--- src/rtl/snake_pkg.sv ---
// Shared snake-game definitions: coordinate widths, cell size, screen limits,
// food FSM states and the cell-overlap test used by the food logic.
package snake_pkg;

  localparam int X_W      = 10;
  localparam int Y_W      = 9;
  localparam int CELL     = 8;
  localparam int SCREEN_W = 640;
  localparam int SCREEN_H = 480;

  // Generator's reset position, so the first food matches the generator output.
  localparam logic [X_W-1:0] FOOD_X_RST = 10'd300;
  localparam logic [Y_W-1:0] FOOD_Y_RST = 9'd300;

  typedef enum logic [1:0] {
    IDLE,
    REQ,
    WAIT,
    CHECK
  } food_state_e;

  // Two cells overlap when both axis distances are below one cell. The
  // differences are taken one bit wider and signed so they never wrap.
  function automatic logic cells_overlap(input logic [X_W-1:0] ax, input logic [Y_W-1:0] ay,
                                         input logic [X_W-1:0] bx, input logic [Y_W-1:0] by);
    logic signed [X_W:0] dx;
    logic signed [Y_W:0] dy;
    dx = $signed({1'b0, ax}) - $signed({1'b0, bx});
    dy = $signed({1'b0, ay}) - $signed({1'b0, by});
    return (dx > -11'sd8) && (dx < 11'sd8) && (dy > -10'sd8) && (dy < 10'sd8);
  endfunction

endpackage

--- src/rtl/food_manager_if.sv ---
// Food manager bus: game/generator side is master, food_manager is slave.
interface food_manager_if;
  import snake_pkg::*;

  logic             game_tick;
  logic [X_W-1:0]   head_x;
  logic [Y_W-1:0]   head_y;
  logic [X_W-1:0]   x_box;
  logic [Y_W-1:0]   y_box;
  logic             create_new_box;
  logic [X_W-1:0]   food_x;
  logic [Y_W-1:0]   food_y;
  logic             food_valid;
  logic             eaten;
  logic             fallback_used;
  logic [15:0]      score;

  modport master (
    output game_tick, head_x, head_y, x_box, y_box,
    input  create_new_box, food_x, food_y, food_valid, eaten, fallback_used, score
  );

  modport slave (
    input  game_tick, head_x, head_y, x_box, y_box,
    output create_new_box, food_x, food_y, food_valid, eaten, fallback_used, score
  );

endinterface

--- src/rtl/food_box_check.sv ---
// Combinational acceptance test for a food candidate: inside the legal
// playfield window and not under the snake head.
module food_box_check
  import snake_pkg::*;
#(
  parameter int X_MIN = 8,
  parameter int X_MAX = 631,
  parameter int Y_MIN = 8,
  parameter int Y_MAX = 471
) (
  input  logic [X_W-1:0] x_box,
  input  logic [Y_W-1:0] y_box,
  input  logic [X_W-1:0] head_x,
  input  logic [Y_W-1:0] head_y,
  output logic           accept
);

  localparam logic [X_W-1:0] XLO = X_MIN[X_W-1:0];
  localparam logic [X_W-1:0] XHI = X_MAX[X_W-1:0];
  localparam logic [Y_W-1:0] YLO = Y_MIN[Y_W-1:0];
  localparam logic [Y_W-1:0] YHI = Y_MAX[Y_W-1:0];

  logic in_range;

  assign in_range = (x_box >= XLO) && (x_box <= XHI) && (y_box >= YLO) && (y_box <= YHI);
  assign accept   = in_range && !cells_overlap(x_box, y_box, head_x, head_y);

endmodule

--- src/rtl/food_manager.sv ---
// Food placement, hit detection and score keeping between the food generator
// and the renderer. Define FOOD_BCD_SCORE_EN for a 4-digit packed BCD score.
module food_manager
  import snake_pkg::*;
#(
  parameter int X_MIN      = 8,
  parameter int X_MAX      = 631,
  parameter int Y_MIN      = 8,
  parameter int Y_MAX      = 471,
  parameter int MAX_RETRY  = 15,
  parameter int FALLBACK_X = 320,
  parameter int FALLBACK_Y = 240
) (
  input logic          clk,
  input logic          rst_n,
  food_manager_if.slave bus
);

  localparam int RW = $clog2(MAX_RETRY + 1);
  localparam logic [RW-1:0] RETRY_LIM = MAX_RETRY[RW-1:0];

  food_state_e    state, state_nxt;
  logic [RW-1:0]  retry_cnt;
  logic [X_W-1:0] food_x;
  logic [Y_W-1:0] food_y;
  logic           food_valid, eaten, fallback_used;
  logic [15:0]    score, score_inc;
  logic           hit, accept;
  logic           do_hit, do_accept, do_retry, do_fallback;

  assign hit = cells_overlap(bus.head_x, bus.head_y, food_x, food_y);

  food_box_check #(
    .X_MIN(X_MIN), .X_MAX(X_MAX), .Y_MIN(Y_MIN), .Y_MAX(Y_MAX)
  ) u_check (
    .x_box (bus.x_box),
    .y_box (bus.y_box),
    .head_x(bus.head_x),
    .head_y(bus.head_y),
    .accept(accept)
  );

`ifdef FOOD_BCD_SCORE_EN
  // Ripple a +1 through four BCD digits; 9999 rolls over to 0000.
  function automatic logic [15:0] score_next(input logic [15:0] s);
    logic [15:0] r;
    logic        carry;
    r     = s;
    carry = 1'b1;
    for (int i = 0; i < 4; i++) begin
      if (carry) begin
        if (r[4*i +: 4] == 4'd9) begin
          r[4*i +: 4] = 4'd0;
        end else begin
          r[4*i +: 4] = r[4*i +: 4] + 4'd1;
          carry       = 1'b0;
        end
      end
    end
    return r;
  endfunction
`else
  function automatic logic [15:0] score_next(input logic [15:0] s);
    return (s == 16'hFFFF) ? s : s + 16'd1;
  endfunction
`endif

  assign score_inc = score_next(score);

  // NOTE: every signal written here gets a default first so no latch is inferred.
  always_comb begin
    state_nxt   = state;
    do_hit      = 1'b0;
    do_accept   = 1'b0;
    do_retry    = 1'b0;
    do_fallback = 1'b0;
    unique case (state)
      IDLE: begin
        if (bus.game_tick && food_valid && hit) begin
          do_hit    = 1'b1;
          state_nxt = REQ;
        end
      end
      REQ:  state_nxt = WAIT;
      WAIT: state_nxt = CHECK;
      CHECK: begin
        if (accept) begin
          do_accept = 1'b1;
          state_nxt = IDLE;
        end else if (retry_cnt < RETRY_LIM) begin
          do_retry  = 1'b1;
          state_nxt = REQ;
        end else begin
          do_fallback = 1'b1;
          state_nxt   = IDLE;
        end
      end
      default: state_nxt = IDLE;
    endcase
  end

  // NOTE: state registers use non-blocking assignments so every flop samples
  // pre-edge values regardless of evaluation order.
  always_ff @(posedge clk or negedge rst_n) begin
    if (!rst_n) begin
      state         <= IDLE;
      retry_cnt     <= '0;
      food_x        <= FOOD_X_RST;
      food_y        <= FOOD_Y_RST;
      food_valid    <= 1'b1;
      eaten         <= 1'b0;
      fallback_used <= 1'b0;
      score         <= '0;
    end else begin
      state <= state_nxt;
      eaten <= do_hit;
      if (do_hit) begin
        score      <= score_inc;
        food_valid <= 1'b0;
        retry_cnt  <= '0;
      end
      if (do_retry) retry_cnt <= retry_cnt + 1'b1;
      if (do_accept) begin
        food_x     <= bus.x_box;
        food_y     <= bus.y_box;
        food_valid <= 1'b1;
      end
      if (do_fallback) begin
        food_x        <= FALLBACK_X[X_W-1:0];
        food_y        <= FALLBACK_Y[Y_W-1:0];
        food_valid    <= 1'b1;
        fallback_used <= 1'b1;
      end
    end
  end

  assign bus.create_new_box = (state == REQ);
  assign bus.food_x         = food_x;
  assign bus.food_y         = food_y;
  assign bus.food_valid     = food_valid;
  assign bus.eaten          = eaten;
  assign bus.fallback_used  = fallback_used;
  assign bus.score          = score;

endmodule
--- src/flat_wrapper.sv ---
// flat-port wrapper written by rule: the top's interface ports become plain ports
module food_manager_flat import snake_pkg::*;
#(
  parameter int X_MIN      = 8,
  parameter int X_MAX      = 631,
  parameter int Y_MIN      = 8,
  parameter int Y_MAX      = 471,
  parameter int MAX_RETRY  = 15,
  parameter int FALLBACK_X = 320,
  parameter int FALLBACK_Y = 240
)
  (clk, rst_n, bus_game_tick, bus_head_x, bus_head_y, bus_x_box, bus_y_box, bus_create_new_box, bus_food_x, bus_food_y, bus_food_valid, bus_eaten, bus_fallback_used, bus_score);
  food_manager_if bus_i ();
  input logic clk;
  input logic rst_n;
  input wire logic [$bits(bus_i.game_tick)-1:0] bus_game_tick;
  input wire logic [$bits(bus_i.head_x)-1:0] bus_head_x;
  input wire logic [$bits(bus_i.head_y)-1:0] bus_head_y;
  input wire logic [$bits(bus_i.x_box)-1:0] bus_x_box;
  input wire logic [$bits(bus_i.y_box)-1:0] bus_y_box;
  output wire logic [$bits(bus_i.create_new_box)-1:0] bus_create_new_box;
  output wire logic [$bits(bus_i.food_x)-1:0] bus_food_x;
  output wire logic [$bits(bus_i.food_y)-1:0] bus_food_y;
  output wire logic [$bits(bus_i.food_valid)-1:0] bus_food_valid;
  output wire logic [$bits(bus_i.eaten)-1:0] bus_eaten;
  output wire logic [$bits(bus_i.fallback_used)-1:0] bus_fallback_used;
  output wire logic [$bits(bus_i.score)-1:0] bus_score;
  assign bus_i.game_tick = bus_game_tick;
  assign bus_i.head_x = bus_head_x;
  assign bus_i.head_y = bus_head_y;
  assign bus_i.x_box = bus_x_box;
  assign bus_i.y_box = bus_y_box;
  assign bus_create_new_box = bus_i.create_new_box;
  assign bus_food_x = bus_i.food_x;
  assign bus_food_y = bus_i.food_y;
  assign bus_food_valid = bus_i.food_valid;
  assign bus_eaten = bus_i.eaten;
  assign bus_fallback_used = bus_i.fallback_used;
  assign bus_score = bus_i.score;
  food_manager #(.X_MIN(X_MIN), .X_MAX(X_MAX), .Y_MIN(Y_MIN), .Y_MAX(Y_MAX), .MAX_RETRY(MAX_RETRY), .FALLBACK_X(FALLBACK_X), .FALLBACK_Y(FALLBACK_Y)) u_core (.clk(clk), .rst_n(rst_n), .bus(bus_i));
endmodule
--- config.mk ---
export PLATFORM = sky130hd
export DESIGN_NAME = food_manager_flat
export DESIGN_NICKNAME = d
export VERILOG_FILES = /design/src/rtl/snake_pkg.sv /design/src/rtl/food_manager_if.sv /design/src/rtl/food_box_check.sv /design/src/rtl/food_manager.sv /design/src/flat_wrapper.sv
export SDC_FILE = /design/constraint.sdc
export NUM_CORES = 1
export LEC_CHECK = 0
export CORE_MARGIN = 2
export CORE_UTILIZATION = 41
export CTS_CLUSTER_SIZE = 25
export DETAILED_ROUTE_END_ITERATION = 8
export GPL_TIMING_DRIVEN = 0
export PLACE_DENSITY = 0.65
export SLEW_MARGIN = 30
export SYNTH_ARGS = -nofsm -noshare
export SYNTH_HDL_FRONTEND = slang
export SYNTH_SLANG_ARGS = --single-unit
--- constraint.sdc ---
create_clock -name clk -period 4.2 [get_ports clk]
set_input_delay 1.05 -clock clk [delete_from_list [all_inputs] [get_ports clk]]
set_output_delay 1.05 -clock clk [all_outputs]
set_load 0.005 [all_outputs]
==> results by group <==
Synth
  • FFs w/ async S/R, synth: 100%
  • Synthesized flop and latch total: 44
  • Share of the synthesized area in the top cell type: 20.2%
  • Net count after synthesis: 617
  • Top cells by area, synth: dfrtp_1 (20%), ha_1 (12%), inv_1 (6.0%), dfstp_2 (5.5%), xor2_1 (4.6%)
  • Cell variety after synth: 66
  • Sequential area share after synthesis: 25.7%
  • Yosys warns: 0
  • Post-synth EDFFs: 0
  • Synth Cell Area: 4330 um^2
  • Mean post-synth cell area: 8.19 um^2
  • Ys flop type: dfrtp_1
  • Mapped Cells: 529
  • Most area-hungry cell type in the Yosys netlist: dfrtp_1

Timing
  • Fin. Hold Viols: 0
  • Slew of the pin with the lowest slew margin: 0.665 ns
  • Setup violators final: 0
  • Fin crit share: 97.5%
  • Post-route minimum period: 4.09 ns
  • Hold Slack: 0.469 ns
  • Fmax: 244 MHz
  • Rel. slew slack: 55.3%
  • Final Worst Setup Slack: 0.107 ns
  • TNS Setup: 0 ns
  • Worst Skew: 0.00963 ns
  • Max Slew Vio Count: 0

Clocking
  • Clk_lat worst skew: 0.29 ns
  • Clk pin slew, worst setup/hold paths: 0.08 ns
  • Num CTS Buffers: 5
  • H-tree levels: 2
  • CTS tree: yes
  • Clk sinks: 44
  • Clock buffer depth: 2
  • CTS root buffer: clkbuf_8

Route
  • DR iter-0 viols: 119
  • Number of remaining DRC errors: 0
  • DRT antenna net count: 0
  • Post-Route WL: 11.8 mm
  • Routed length per instance: 15.6 um
  • Pre-antenna DRT Iters: 4
  • DR vias/cell: 5.61
  • DR vias: 4239

GRT
  • Gr usage total: 20.7%
  • First-pass GRT wire length: 19.4 mm
  • Largest net degree at the start of global routing: 45
  • Initial antenna violation count: 0
  • Gr ovfl total: 0
  • Vias in the first global route: 4117

Floorplan
  • Initial Util: 42.2%
  • Die height: 107 um
  • Die X: 107 um
  • Cell Rows: 37
  • Core box area: 10300 um^2
  • Io pins: 80
  • Die area: 11400 um^2

Power and ir drop
  • Psw: 0.00111 W
  • Total power: 0.00258 W
  • Net Sw Frac: 43.1%
  • Flop pwr share: 26.0%
  • Cell Int Power: 0.00147 W
  • PwrDens: 452 nW/um^2
  • Logic gate share of total power: 62.8%
  • VDD IR max: 0.000260 V
  • Clock Power Share: 11.3%
  • Leakage power: 2.56 nW

Final layout
  • Fraction of layout cells with a size suffix above 1: 13.7%
  • Area growth, synth to finish: 31.6%
  • Commonest non-fill, non-tap cell in the layout: clkdlybuf4s50_1
  • Diode count: 0
  • Commonest cells after routing, fill and taps aside: clkdlybuf4s50_1 (76), inv_1 (68), ha_1 (42)
  • Total Nets Final: 707
  • Layout Cells excl Fill: 756

Min path
  • Worst Hold Class: reg -> reg
  • Hold_sp: u_core.bus.fallback_used
  • Endpoint, Worst Hold: u_core.bus.fallback_used
  • Hold depth: 1

Status
  • Outcome: finished clean

Placed design
  • RD Place Congestion: 0.847
  • Detailed placement HPWL: 9.03 mm
  • Placed insts: 744
  • Pre-CTS setup slack: -0.718 ns
  • PortBufs: 79

Setup path
  • Crit-path max FO: 5
  • CP required: 4.38 ns
  • Worst path arrival time: 4.27 ns
  • R2R Path End: u_core.bus.score[12]
  • Critical Path Source Type: input pin
  • Reg2reg start: u_core.bus.food_x[2]
  • Reg2reg setup slack: 0.80 ns
  • Critical path class: in -> reg
  • Reg2reg path depth: 12
  • Crit. End Element: flop

Job
  • MaxCap Viol Count: 0
-- cells in the mapped netlist (all sizes together), types with 8 or more instances --
| library cell | number |
|---|---|
| a31oi | 9 |
| nor2b | 8 |
| xor2 | 23 |
| nand2 | 21 |
| a21o | 8 |
| and3 | 9 |
| ha | 43 |
| nor2 | 41 |
| a211oi | 11 |
| nor3 | 16 |
| dfstp | 9 |
| nand3 | 28 |
| a21oi | 25 |
| o21ai | 39 |
| dfrtp | 35 |
| nor4 | 12 |
| nand2b | 8 |
| inv | 69 |
| nor3b | 10 |
-- logic make-up (layout without fill, tap and decap cells) --
| kind of cell | after synthesis | count (layout) | share of synthesized area [%] |
|---|---|---|---|
| AO/OA/AOI/OAI | 144 | 144 | 22.2 |
| XOR/XNOR | 26 | 26 | 5.25 |
| adder cells (fa/ha/maj) | 47 | 47 | 14.3 |
| buffers and inverters | 83 | 174 | 7.71 |
| flip-flops | 44 | 44 | 25.7 |
| multiplexers | 8 | 8 | 1.96 |
| AND/OR/NAND/NOR | 177 | 177 | 22.9 |
-- critical path: stages --
cell and delay [ns]:
clkdlybuf4s50_1 0.52, ha_2 0.33, o21a_1 0.19, o31a_1 0.14, o31a_1 0.31, and3_1 0.24, a311oi_4 0.38, and4_4 0.31
o221ai_4 0.13, buf_12 0.17, nor3_2 0.15, mux2_2 0.35
-- flip-flops by register name, summed over array words and instances (netlist names) --
signal	flops
u_core.bus.eaten	1
u_core.bus.fallback_used	1
u_core.bus.score	16
u_core.bus.food_valid	1
u_core.bus.food_x	10
u_core.retry_cnt	4
u_core.state	2
u_core.bus.food_y	9
-- per-layer routing --
metal / GRT usage (%) / wire length [um] / vias to the layer above
li1: - / - / 2095
met1: 27.3 / 5470 / 2028
met2: 36.3 / 5730 / 104
met3: 2.61 / 475 / 12
met4: 4.27 / 111 / 0
met5: 0 / 0 / -
-- per-stage QoR --
stage	util (%)	cell area [um^2]
after global placement	51.5	5300
final	55.5	5700
after detailed placement	51.5	5290
after global routing	55.5	5700
after CTS	54.2	5570
after floorplan	-	4330
-- final cells by class --
type                            count  area, um^2
Clock buffer                        8         100
Buffer                             12        81.3
Inverter                           69         259
Sequential cell                    44        1110
Timing Repair Buffer               85         876
Multi-Input combinational cell    402        3100
Fill cell                         979        4580
Tap cell                          136         170
-- how the worst max path moves through the flow --
stage | cells after the start | endpoint | start | slack [ns]
global placement | 14 | u_core.bus.score[1] | bus_head_x[0] | -0.55
floorplan | 13 | u_core.bus.score[12] | bus_head_x[0] | 0.35
detailed placement | 14 | u_core.bus.score[1] | bus_head_x[0] | -0.72
CTS | 12 | u_core.bus.score[12] | bus_head_x[1] | 0.02
finish | 12 | u_core.bus.score[12] | bus_head_x[2] | 0.11
global route | 16 | u_core.bus.score[10] | bus_head_x[0] | -0.03
-- power by group through the flow --
stage	Combinational (W)	Sequential, W	Clock (W)
detailed placement	0.00143	0.000673	0
global placement	0.00140	0.000674	0
global route	0.00181	0.000686	0.000314
finish	0.00162	0.000669	0.000291
CTS	0.00149	0.000669	0.000300
floorplan	0.000975	0.000654	0
-- timing repair --
item,4_1_cts,5_1_grt
pin swaps,9,9
cloned,1,0
endpoints found under the hold margin,0,0
hold buffers,0,0
setup buffers,5,0
gates resized for setup,22,32
setup endpoints to repair,38,40
Power figures use the tool's default switching activity.
